File: src/rtl/ub_seq_pkg.sv
// Shared types and constants for the unified-buffer sequencer.
package ub_seq_pkg;

  localparam int UB_DEPTH       = 64;
  localparam int ADDR_W         = 13;
  localparam int CNT_W          = 4;
  localparam int TIMEOUT_CYC    = 255;
  localparam int WORDS_PER_TILE = 4;

  localparam logic OP_LOAD  = 1'b0;
  localparam logic OP_STORE = 1'b1;

  typedef enum logic [2:0] {
    IDLE,
    LOAD,
    STORE_WAIT,
    STORE_ISSUE,
    DONE
  } ub_seq_state_e;

  // Word address of tile idx within a command starting at base.
  function automatic logic [ADDR_W-1:0] tile_addr(input logic [ADDR_W-1:0] base,
                                                  input logic [CNT_W-1:0]  idx);
    return base + ADDR_W'(idx) * ADDR_W'(WORDS_PER_TILE);
  endfunction

endpackage

File: src/rtl/ub_seq_if.sv
// Command, accumulator-flag and UB control bundle between decoder and sequencer.
interface ub_seq_if;
  import ub_seq_pkg::*;

  // Handshake: a command transfers on a rising clk edge where cmd_valid && cmd_ready;
  // cmd_ready is high only while the sequencer is idle and does not depend on cmd_valid.
  logic              cmd_valid;
  logic              cmd_ready;
  logic              cmd_op;
  logic [ADDR_W-1:0] cmd_addr;
  logic [CNT_W-1:0]  cmd_tiles;
  logic              acc_full1;
  logic              acc_full2;
  logic [ADDR_W-1:0] ub_addr;
  logic              ub_load_input;
  logic              ub_store;
  logic              busy;
  logic              done;
  logic              err;

  modport master (
    output cmd_valid, cmd_op, cmd_addr, cmd_tiles, acc_full1, acc_full2,
    input  cmd_ready, ub_addr, ub_load_input, ub_store, busy, done, err
  );

  modport slave (
    input  cmd_valid, cmd_op, cmd_addr, cmd_tiles, acc_full1, acc_full2,
    output cmd_ready, ub_addr, ub_load_input, ub_store, busy, done, err
  );

endinterface

File: src/rtl/ub_seq_edge_det.sv
// Rising-edge detector on (acc_full1 && acc_full2); prime forces the history low.
module ub_seq_edge_det (
  input  logic clk,
  input  logic reset,
  input  logic prime,
  input  logic acc_full1,
  input  logic acc_full2,
  output logic rise
);

  logic and_now;
  logic and_q;
  logic and_d;

  always_comb begin
    and_now = acc_full1 && acc_full2;
    and_d   = prime ? 1'b0 : and_now;
    rise    = and_now && !and_q;
  end

  always_ff @(posedge clk or posedge reset) begin
    if (reset) begin
      and_q <= 1'b0;
    end else begin
      and_q <= and_d;
    end
  end

endmodule

File: src/rtl/ub_sequencer.sv
// Expands LOAD/STORE tile commands into registered unified-buffer strobes.
// Optional build macro UB_SEQ_TIMEOUT_EN aborts a STORE stuck waiting for the accumulators.
module ub_sequencer
  import ub_seq_pkg::*;
(
  input  logic          clk,
  input  logic          reset,
  ub_seq_if.slave       bus,
  output ub_seq_state_e dbg_state
);

  ub_seq_state_e     state_q, state_d;
  logic [ADDR_W-1:0] base_q, base_d;
  logic [ADDR_W-1:0] addr_q, addr_d;
  logic [CNT_W-1:0]  tiles_q, tiles_d;
  logic [CNT_W-1:0]  idx_q, idx_d;
  logic              load_q, load_d;
  logic              store_q, store_d;
  logic              done_q, done_d;
  logic              err_q, err_d;
  logic [ADDR_W+2:0] span;
  logic              reject;
  logic              rise;
  logic              last_tile;
`ifdef UB_SEQ_TIMEOUT_EN
  logic [7:0]        wait_q, wait_d;
`endif

  // History stays cleared while idle, so a flag pair already high at command start is an edge;
  // between tiles it keeps tracking, so flags held high do not retrigger.
  ub_seq_edge_det u_edge (
    .clk       (clk),
    .reset     (reset),
    .prime     (state_q == IDLE),
    .acc_full1 (bus.acc_full1),
    .acc_full2 (bus.acc_full2),
    .rise      (rise)
  );

  always_comb begin
    span   = {3'b000, bus.cmd_addr}
           + (ADDR_W+3)'(bus.cmd_tiles) * (ADDR_W+3)'(WORDS_PER_TILE);
    reject = (bus.cmd_addr[1:0] != 2'b00) || (span > (ADDR_W+3)'(UB_DEPTH));
    last_tile = (idx_q == tiles_q - CNT_W'(1));
  end

  always_comb begin
    state_d = state_q;
    base_d  = base_q;
    tiles_d = tiles_q;
    idx_d   = idx_q;
    addr_d  = addr_q;
    load_d  = 1'b0;
    store_d = 1'b0;
    done_d  = 1'b0;
    err_d   = 1'b0;
`ifdef UB_SEQ_TIMEOUT_EN
    wait_d  = 8'd0;
`endif
    case (state_q)
      IDLE: begin
        if (bus.cmd_valid) begin
          if (reject) begin
            err_d = 1'b1;
          end else if (bus.cmd_tiles == '0) begin
            state_d = DONE;
            done_d  = 1'b1;
          end else begin
            base_d  = bus.cmd_addr;
            tiles_d = bus.cmd_tiles;
            idx_d   = '0;
            if (bus.cmd_op == OP_LOAD) begin
              state_d = LOAD;
              load_d  = 1'b1;
              addr_d  = bus.cmd_addr;
            end else begin
              state_d = STORE_WAIT;
            end
          end
        end
      end
      LOAD: begin
        if (last_tile) begin
          state_d = DONE;
          done_d  = 1'b1;
        end else begin
          idx_d  = idx_q + CNT_W'(1);
          load_d = 1'b1;
          addr_d = tile_addr(base_q, idx_q + CNT_W'(1));
        end
      end
      STORE_WAIT: begin
        if (rise) begin
          state_d = STORE_ISSUE;
          store_d = 1'b1;
          addr_d  = tile_addr(base_q, idx_q);
        end else begin
`ifdef UB_SEQ_TIMEOUT_EN
          if (wait_q == 8'(TIMEOUT_CYC - 1)) begin
            state_d = IDLE;
            err_d   = 1'b1;
          end else begin
            wait_d = wait_q + 8'd1;
          end
`endif
        end
      end
      STORE_ISSUE: begin
        if (last_tile) begin
          state_d = DONE;
          done_d  = 1'b1;
        end else begin
          idx_d   = idx_q + CNT_W'(1);
          state_d = STORE_WAIT;
        end
      end
      DONE: begin
        state_d = IDLE;
      end
      default: begin
        state_d = IDLE;
      end
    endcase
  end

  always_ff @(posedge clk or posedge reset) begin
    if (reset) begin
      state_q <= IDLE;
      base_q  <= '0;
      tiles_q <= '0;
      idx_q   <= '0;
      addr_q  <= '0;
      load_q  <= 1'b0;
      store_q <= 1'b0;
      done_q  <= 1'b0;
      err_q   <= 1'b0;
`ifdef UB_SEQ_TIMEOUT_EN
      wait_q  <= 8'd0;
`endif
    end else begin
      state_q <= state_d;
      base_q  <= base_d;
      tiles_q <= tiles_d;
      idx_q   <= idx_d;
      addr_q  <= addr_d;
      load_q  <= load_d;
      store_q <= store_d;
      done_q  <= done_d;
      err_q   <= err_d;
`ifdef UB_SEQ_TIMEOUT_EN
      wait_q  <= wait_d;
`endif
    end
  end

  assign bus.cmd_ready     = (state_q == IDLE);
  assign bus.busy          = (state_q != IDLE);
  assign bus.ub_addr       = addr_q;
  assign bus.ub_load_input = load_q;
  assign bus.ub_store      = store_q;
  assign bus.done          = done_q;
  assign bus.err           = err_q;
  assign dbg_state         = state_q;

endmodule
File: src/flat_wrapper.sv
// flat-port wrapper written by rule: the top's interface ports become plain ports
module ub_sequencer_flat import ub_seq_pkg::*;
  (clk, reset, dbg_state, bus_cmd_valid, bus_cmd_op, bus_cmd_addr, bus_cmd_tiles, bus_acc_full1, bus_acc_full2, bus_cmd_ready, bus_ub_addr, bus_ub_load_input, bus_ub_store, bus_busy, bus_done, bus_err);
  ub_seq_if bus_i ();
  input  logic clk;
  input  logic reset;
  output ub_seq_state_e dbg_state;
  input wire logic [$bits(bus_i.cmd_valid)-1:0] bus_cmd_valid;
  input wire logic [$bits(bus_i.cmd_op)-1:0] bus_cmd_op;
  input wire logic [$bits(bus_i.cmd_addr)-1:0] bus_cmd_addr;
  input wire logic [$bits(bus_i.cmd_tiles)-1:0] bus_cmd_tiles;
  input wire logic [$bits(bus_i.acc_full1)-1:0] bus_acc_full1;
  input wire logic [$bits(bus_i.acc_full2)-1:0] bus_acc_full2;
  output wire logic [$bits(bus_i.cmd_ready)-1:0] bus_cmd_ready;
  output wire logic [$bits(bus_i.ub_addr)-1:0] bus_ub_addr;
  output wire logic [$bits(bus_i.ub_load_input)-1:0] bus_ub_load_input;
  output wire logic [$bits(bus_i.ub_store)-1:0] bus_ub_store;
  output wire logic [$bits(bus_i.busy)-1:0] bus_busy;
  output wire logic [$bits(bus_i.done)-1:0] bus_done;
  output wire logic [$bits(bus_i.err)-1:0] bus_err;
  assign bus_i.cmd_valid = bus_cmd_valid;
  assign bus_i.cmd_op = bus_cmd_op;
  assign bus_i.cmd_addr = bus_cmd_addr;
  assign bus_i.cmd_tiles = bus_cmd_tiles;
  assign bus_i.acc_full1 = bus_acc_full1;
  assign bus_i.acc_full2 = bus_acc_full2;
  assign bus_cmd_ready = bus_i.cmd_ready;
  assign bus_ub_addr = bus_i.ub_addr;
  assign bus_ub_load_input = bus_i.ub_load_input;
  assign bus_ub_store = bus_i.ub_store;
  assign bus_busy = bus_i.busy;
  assign bus_done = bus_i.done;
  assign bus_err = bus_i.err;
  ub_sequencer u_core (.clk(clk), .reset(reset), .bus(bus_i), .dbg_state(dbg_state));
endmodule
File: config.mk
export PLATFORM = sky130hd
export DESIGN_NAME = ub_sequencer_flat
export DESIGN_NICKNAME = d
export VERILOG_FILES = /design/src/rtl/ub_seq_pkg.sv /design/src/rtl/ub_seq_if.sv /design/src/rtl/ub_seq_edge_det.sv /design/src/rtl/ub_sequencer.sv /design/src/flat_wrapper.sv
export SDC_FILE = /design/constraint.sdc
export NUM_CORES = 1
export LEC_CHECK = 0
export ABC_AREA = 1
export ABC_CLOCK_PERIOD_IN_PS = 6300
export BUFFER_PORTS_ARGS = -buffer_cell sky130_fd_sc_hd__buf_2
export CAP_MARGIN = 20
export CORE_MARGIN = 4
export CORE_UTILIZATION = 50
export CTS_CLUSTER_SIZE = 8
export DETAILED_ROUTE_END_ITERATION = 10
export GPL_ROUTABILITY_DRIVEN = 1
export PLACE_DENSITY = 0.72
export SLEW_MARGIN = 20
export SYNTH_ARGS = -nofsm -noshare
export SYNTH_HDL_FRONTEND = slang
export SYNTH_SLANG_ARGS = --single-unit
File: constraint.sdc
create_clock -name clk -period 6.3 [get_ports clk]
set_clock_uncertainty 0.15 [all_clocks]
set_input_delay 0.945 -clock clk [delete_from_list [all_inputs] [get_ports clk]]
set_output_delay 0.945 -clock clk [all_outputs]
set_load 0.005 [all_outputs]
==> results of run 1 <==
[cell families after synthesis]
group	count (synthesis)	share of synthesized area, %
fa+ha+maj	12	5.85
flops	42	37.2
compound gates	32	6.64
xor+xnor	13	4.03
buf+inv	59	9.79
simple gates	221	36.5
[sequential cells by signal, indices dropped and copies added, names as in the netlist]
register,flops
u_core.base_q,13
u_core.bus.ub_addr,13
u_core.idx_q,4
u_core.tiles_q,4
u_core.dbg_state,3
u_core.bus.done,1
u_core.bus.err,1
u_core.bus.ub_load_input,1
u_core.bus.ub_store,1
u_core.u_edge.and_q,1
[cells in the final DEF, fill, tap and decap left out, types with 8 or more instances in the layout]
cell | Yosys | routed
inv_1 | 46 | 46
dfrtp_1 | 42 | 42
xor2_1 | 8 | 8
nand2_2 | 13 | 13
buf_2 | 0 | 44
nand3_1 | 37 | 37
nor2_1 | 19 | 19
nand2_1 | 125 | 125
ha_1 | 10 | 10
o21ai_0 | 17 | 17
[metrics by stage]
step	power, mW	utilization, %	cells	setup WS [ns]	cell area, um^2
3_3_place_gp	0.831	55.6	487	3.16	3060
2_1_floorplan	0.734	-	379	3.47	2830
3_5_place_dp	0.838	55.6	487	3.06	3060
4_1_cts	1.02	57.2	495	3.37	3150
6_report	1.01	57.2	495	3.38	3150
5_1_grt	1.10	57.2	495	3.14	3150
[routing by layer]
layer	GRT usage, %	part of all wire, %
met1	25.9	50
met2	27.8	43
met3	3.87	5.6
met4	5.05	1.6
met5	0	0
[area by class of cell]
| type | count | area (um^2) | share of cell area (%) |
|---|---|---|---|
| tap | 72 | 90.1 | 2.86 |
| clock buffer | 7 | 86.3 | 2.74 |
| inverter | 50 | 193 | 6.12 |
| timing repair buffer | 45 | 228 | 7.23 |
| multi-input combinational | 278 | 1500 | 47.5 |
| clock inverter | 1 | 5.00 | 0.159 |
| sequential | 42 | 1050 | 33.4 |
[critical path: cells and delay by family]
kind,cells,cell delay [ns]
adders and majority gates,2,0.65
buffers and inverters,3,0.21
and+or+nand+nor,11,1.20
[power breakdown]
group          switching, mW  internal [mW]
clock                 0.0859         0.0883
sequential            0.0316          0.325
combinational          0.319          0.156
[how the worst max path moves through the flow]
| stage | start | endpoint | slack, ns | cells after the start |
|---|---|---|---|---|
| final | bus_cmd_addr[2] | u_core.idx_q[0] | 3.38 | 16 |
| after global routing | bus_cmd_addr[2] | u_core.idx_q[3] | 3.14 | 16 |
| after detailed placement | bus_cmd_addr[2] | u_core.idx_q[3] | 3.06 | 16 |
| after CTS | bus_cmd_addr[2] | u_core.idx_q[1] | 3.37 | 16 |
| after floorplan | bus_cmd_tiles[0] | u_core.bus.ub_addr[5] | 3.47 | 17 |
| after global placement | bus_cmd_addr[2] | u_core.idx_q[3] | 3.16 | 16 |
==> metrics.txt, run 1 <==
status=completed; Row Count=27; CTS root buf=clkbuf_8; power per cell area=319 nW/um^2; Synth Net Count=414; Min-Delay Endpoint=u_core.bus.ub_addr[7]; RSZ-0062 raised after global routing=false; Worst-Margin Slew=0.517 ns; number of buffers created by CTS=5; CTS tree=yes; global route overflow=0; count leader, synth=nand2_1; initial antenna violation count=0; Placer Congestion=0.946; sequential area share after synthesis=37.2%; area share of the largest cell type after synthesis=37.2%; CTS H-tree depth=2; hold path startpoint=u_core.bus.ub_addr[7]; Clock transition at path regs=roughly 0.08 ns; r2r endpoint=u_core.bus.ub_addr[8]; I/O pin count=45; Die Ht=around 83 um; Most common cell on crit path=nand2_1; number of synthesized flops with an enable pin=0; #FFs+latches synth=42; Layout area overhead=11.5%; top cell type by total area after synthesis=dfrtp_1; Critical Path RT=6.38 ns; FMAX=0.343 GHz; layout filler cell count=532; DRC Markers=0; chip width=83.2 um; I/O Buffers=44; P_leak=1.79 nW; crit-path max FO=26; via count=2443; Worst slew margin=65.5%; DR iter-0 viols=177; CP Cell Sequence=buf_2 > ha_1 > inv_1 > fa_1 > inv_1 > nor2_1 > nand2_1 > nor2_1 > nand3_1 > nand2_1 > nand2_2 > nor2_4 > nand3_4 > nand2_1 > nand2_1 > nand2_1; synth top area cells=dfrtp_1 37%, nand2_1 17%, nand3_1 6.6%; layout cells sized above 1=20.8%; Final Hold Viols=0; FF-to-FF Start=u_core.idx_q[0]; setup TNS=0 ns; antenna diode count=0; largest net degree at the start of global routing=43; crit start category=input pin; HP Class=reg -> reg; core area=5510 um^2; hold buffer count at cts=0; fin crit share=46.3%; most instantiated cells after synthesis=125 x nand2_1, 46 x inv_1, 42 x dfrtp_1; r2r setup slk=3.65 ns; max-slew violations=0; critical path type=in -> reg; Crit path largest cell delay=0.47 ns; die area=6920 um^2; max_cap viols=0; fin crit period=approximately 2.9 ns; WL/cell=11.8 um; Mapped Avg Cell Area=7.45 um^2; vias in the first global route=about 2300; Synth Instances=~380; CTS sink count=between 40 and 50; ANT nets after route=0; Synth async-reset ratio=between 90% and 100%; Worst R2R Path Depth=13; Clock Latency Late Sink=between 0.2 and 0.3 ns; WL final=5850 um; Mapped Area=2830 um^2; post-CTS setup buffers=0; first-pass detailed-route iteration total=4; dpl hpwl=4620 um; Clock Path Buffers=2; WHS=approximately 0.32 ns; post-synth cell types=35; Vias/cell=about 4.9; VDD IR max=0.000185 V; Main synth FF type=dfrtp_1; CP endpoint kind=flop; final setup violation count=0; critical path arrival=3.00 ns; fin nets=457; Resized cells post-CTS=0; worst hold path depth=2; Starting Density=51.3%; Overall Global Routing Usage=roughly 18%; critical path's slowest cell=fa_1; first-pass GRT wire length=10500 um; YS warnings=0
(Power assumes the default switching activity.)
==> run 2: changes to the inputs <==
ABC_CLOCK_PERIOD_IN_PS = 2400   (was 6300)
PLACE_DENSITY = 0.75   (was 0.72)
clock period = 2.4 ns   (was 6.3 ns; I/O delays follow)
==> run 2 against run 1 <==
Against the previous run: clock power grew to 2.7 times the previous value; routed wire length grew 16%; via count grew 8.5%; first-iteration DRC count fell by 5.1%; hold slack worse by 0.29 ns; count of clock-buffer cells in the layout decreased by 1; critical path type is now reg -> reg; utilization rose by 6.9 points; power grew to 2.9 times the previous value; critical path depth is 2 lower.
==> metrics.txt, run 2 (synthesis gave the netlist of run 1 again) <==
delay-heaviest family, CP=simple AND/OR/NAND/NOR gates; DR iter-0 viols=168; final setup violation count=0; Die Ht=83.2 um; Final Hold Viols=0; crit-path max FO=3; critical path arrival=2.43 ns; I/O Buffers=between 40 and 50; Starting Density=approximately 51%; Clock transition at path regs=0.08 ns; r2r setup slk=0.01 ns; CTS sink count=42; critical path type=reg -> reg; WL final=6780 um; CTS tree=yes; initial antenna violation count=0; ANT nets after route=0; crit start category=flop; total power=2.90 mW; HP Class=in -> async; global route overflow=0; Crit path largest cell delay=0.39 ns; layout cells sized above 1=a little under a third; fin crit period=roughly 2.4 ns; via count=2651; CP Cell Sequence=nor2_2 > nand2_2 > xor2_1 > ha_2 > fa_2 > nand3_2 > nand3_4 > nand2_4 > nor2_4 > xor2_1 > nand2_1 > o21ai_2 > nand3_1 > nand2_1; FMAX=0.419 GHz; Layout area overhead=24.9%; dpl hpwl=5050 um; VDD IR max=around 0.00044 V; Placer Congestion=0.902; Worst slew margin=65.3%; max_cap viols=0; chip width=83.2 um; CP bufs+invs=0; die area=about 6900 um^2; vias in the first global route=2466; Row Count=27; first-pass detailed-route iteration total=4; antenna diode count=0; I/O pin count=45; Vias/cell=5.02; status=completed; number of buffers created by CTS=5; power per cell area=between 800 and 900 nW/um^2; Final Util=~64%; critical path's slowest cell=dfrtp_1; CP endpoint kind=flop; RSZ-0062 raised after global routing=true; P_leak=1.98 nW; Overall Global Routing Usage=19.3%; Critical Path RT=2.44 ns; max-slew violations=0; fin nets=490; CTS H-tree depth=2; core area=5510 um^2; commonest non-fill, non-tap cell in the layout=nand2_1; largest net degree at the start of global routing=43; fin crit share=99.4%; CTS root buf=clkbuf_8; commonest cells after routing, fill and taps aside=122 x nand2_1, 45 x inv_1, 44 x buf_2, 42 x dfrtp_1, 33 x nand3_1; Clock Path Buffers=2; Clock Latency Late Sink=0.30 ns; DRC Markers=0; WL/cell=12.8 um; Worst-Margin Slew=0.521 ns; first-pass GRT wire length=11000 um
-- run 2: worst paths after layout --
check / startpoint / end / cells after the start
setup / recovery: u_core.dbg_state[2] / u_core.bus.ub_addr[8] / 14
hold / removal: reset / u_core.dbg_state[2] / 3
setup reg to reg: u_core.dbg_state[2] / u_core.bus.ub_addr[8] / 14
hold reg to reg: u_core.bus.ub_addr[12] / u_core.bus.ub_addr[12] / 2
max in group asynchronous: reset / u_core.base_q[12] / 3
min in group clk: bus_acc_full2 / u_core.u_edge.and_q / 3
-- run 2: tightest hold or removal path, cell delays in order --
cell,delay [ns]
buf_2,0.10
inv_1,0.04
buf_4,0.44
-- run 2: routing by layer --
metal | vias to the layer above | part of all wire, % | global-route usage [%]
met5 | - | 0 | 0
met4 | 0 | 1.4 | 6.09
met3 | 9 | 6.0 | 4.17
met2 | 78 | 48 | 31.5
met1 | 1219 | 45 | 25.6
li1 | 1345 | - | -
-- run 2: metrics by stage --
stage / hold slack (ns) / instance area, um^2 / setup TNS [ns] / setup WS (ns) / cells
floorplan: 0.286 / 2830 / 0 / 0.0144 / 379
global placement: 0.300 / 3260 / -0.281 / -0.0395 / 514
detailed placement: 0.302 / 3260 / -1.27 / -0.120 / 514
CTS: 0.0480 / 3380 / -0.00142 / -0.00142 / 523
global route: 0.0967 / 3530 / -0.161 / -0.0818 / 528
finish: 0.0295 / 3530 / 0 / 0.0137 / 528
-- run 2: report_power, final --
| part | switching, mW | internal (mW) | total, mW | leakage [nW] |
|---|---|---|---|---|
| Sequential | 0.0749 | 0.852 | 0.927 | 0.564 |
| Combinational | 0.926 | 0.564 | 1.49 | 1.37 |
| Clock | 0.247 | 0.231 | 0.478 | 0.0472 |
| Total | 1.25 | 1.65 | 2.90 | 1.98 |
-- run 2: repair_timing --
action | 4_1_cts | 5_1_grt
endpoints found under the setup margin | 4 | 8
pin swaps | 6 | 12
setup buffers | 1 | 5
hold buffers | 0 | 0
hold endpoints to repair | 0 | 0
resized for setup | 7 | 32
-- run 2: layout make-up --
class	count	area [um^2]
fillers	478	1980
clock inverters	2	12.5
clock buffers	6	82.6
multi-input cells	278	1610
well taps	72	90.1
inverters	50	196
flip-flops and latches	42	1050
repair buffers	78	490
==> run 3: changes to the inputs <==
ABC_CLOCK_PERIOD_IN_PS = 2950   (was 2400)
PLACE_DENSITY = 0.72   (was 0.75)
clock period = 2.95 ns   (was 2.4 ns; I/O delays follow)
==> run 3 against run 2 <==
Against the previous run: routed wire length down 14%; via count down 6.5%; register-to-register slack better by 0.28 ns; critical path depth unchanged; sequential cell count unchanged; largest power group unchanged; clock power down 22%; cell count down 6.3%; die area unchanged; maximum frequency down 10%; first-iteration DRC count down 29%; sequential share of layout area up 3.6 points; count of clock-buffer cells in the layout up 1.
==> metrics.txt, run 3 (synthesis gave the netlist of run 1 again) <==
status=completed; r2r endpoint=u_core.bus.ub_addr[11]; CP bufs+invs=0; critical path type=reg -> reg; power per cell area=approximately 700 nW/um^2; number of buffers created by CTS=5; Die Ht=a little over 80 um; vias in the first global route=2338; Row Count=27; core area=5510 um^2; CP Capture Point=u_core.bus.ub_addr[11]; P_leak=approximately 1.8 nW; setup TNS=0 ns; hold buffer count at cts=0; layout cells sized above 1=20.8%; Starting Density=approximately half; fin crit share=90.1%; Crit path largest cell delay=0.47 ns; delay-heaviest family, CP=simple AND/OR/NAND/NOR gates; Crit. Startpoint=u_core.idx_q[0]; Overall Global Routing Usage=18.0%; Resized cells post-CTS=0; die area=6920 um^2; r2r setup slk=about 0.29 ns; antenna diode count=0; crit-path max FO=6; ANT nets after route=0; CTS H-tree depth=2; chip width=roughly 83 um; Worst-Margin Slew=just over 0.5 ns; RSZ-0062 raised after global routing=false; Critical Path RT=between 2 and 3 ns; fin nets=457; initial antenna violation count=0; CP Cell Sequence=ha_1 > xnor2_1 > o21ai_0 > ha_1 > nand2_1 > nand2_1 > a21boi_1 > nand2_1 > nand2_1 > nand2_1 > nand3_1 > o21ai_0 > nand3_1 > nand2_1; max-slew violations=0; met2 wire length=~2600 um; largest net degree at the start of global routing=43; Worst slew margin=65.9%; WHS=0.113 ns; via count=2479; commonest cells after routing, fill and taps aside=125 x nand2_1, 46 x inv_1, 44 x buf_2, 42 x dfrtp_1, 37 x nand3_1; critical path arrival=~2.7 ns; DRC Markers=0; CTS tree=yes; Clock Path Buffers=2; FF-to-FF Start=u_core.idx_q[0]; commonest non-fill, non-tap cell in the layout=nand2_1; DR iter-0 viols=119; global route overflow=0; Final Util=a little under three fifths; dpl hpwl=approximately 4600 um; HP Class=in -> async; WL final=5860 um; Metal-1 WL=about 2800 um; Final Hold Viols=0; max layer used=met4; post-CTS setup buffers=0; max_cap viols=0; crit start category=flop; FMAX=0.376 GHz; Vias/cell=between 5 and 6; CP endpoint kind=flop; VDD IR max=0.000317 V; Placer Congestion=0.946; final setup violation count=0; WL/cell=11.8 um; CTS sink count=42; first-pass detailed-route iteration total=4; Most common cell on crit path=nand2_1; CTS root buf=clkbuf_8; Worst R2R Path Depth=14; Clock Latency Late Sink=about 0.29 ns; Clock transition at path regs=0.08 ns; critical path's slowest cell=dfrtp_1; I/O pin count=45; Levels on crit path=14; Routed met3 length=390 um; fin crit period=2.66 ns; Layout area overhead=11.5%; first-pass GRT wire length=10500 um; I/O Buffers=44
run 3: cell type report:
class                      count  area (um^2)
sequential                    42         1050
fill                         541         2360
inverter                      50          193
clock inverter                 1         5.00
clock buffer                   7         86.3
tap                           72         90.1
multi-input combinational    278         1500
timing repair buffer          45          228
run 3: where the power goes:
group          internal (mW)  switching [mW]
combinational          0.333           0.676
sequential             0.694          0.0675
clock                  0.189           0.186
run 3: tightest hold or removal path, cell delays in order:
cell and delay (ns):
buf_2 0.10, inv_1 0.04, buf_4 0.43
run 3: worst min path at each step:
stage | end | depth (start not counted)
6_report | u_core.dbg_state[0] | 3
3_5_place_dp | u_core.base_q[1] | 2
3_3_place_gp | u_core.bus.ub_addr[3] | 2
5_1_grt | u_core.dbg_state[2] | 3
4_1_cts | u_core.dbg_state[0] | 3
2_1_floorplan | u_core.base_q[0] | 2
run 3: stage by stage:
step	cell area, um^2	power (mW)	worst slack, ns	instances
6_report	3150	2.14	0.291	495
5_1_grt	3150	2.35	0.00364	495
3_5_place_dp	3060	1.79	0.217	487
4_1_cts	3150	2.17	0.328	495
2_1_floorplan	2830	1.57	0.564	379
3_3_place_gp	3060	1.78	0.308	487
run 3: metal layers:
| metal | vias to the layer above | global-route usage, % |
|---|---|---|
| met1 | 1109 | 25.7 |
| met2 | 75 | 27.7 |
| li1 | 1287 | - |
| met5 | - | 0 |
| met3 | 8 | 3.57 |
| met4 | 0 | 5.50 |
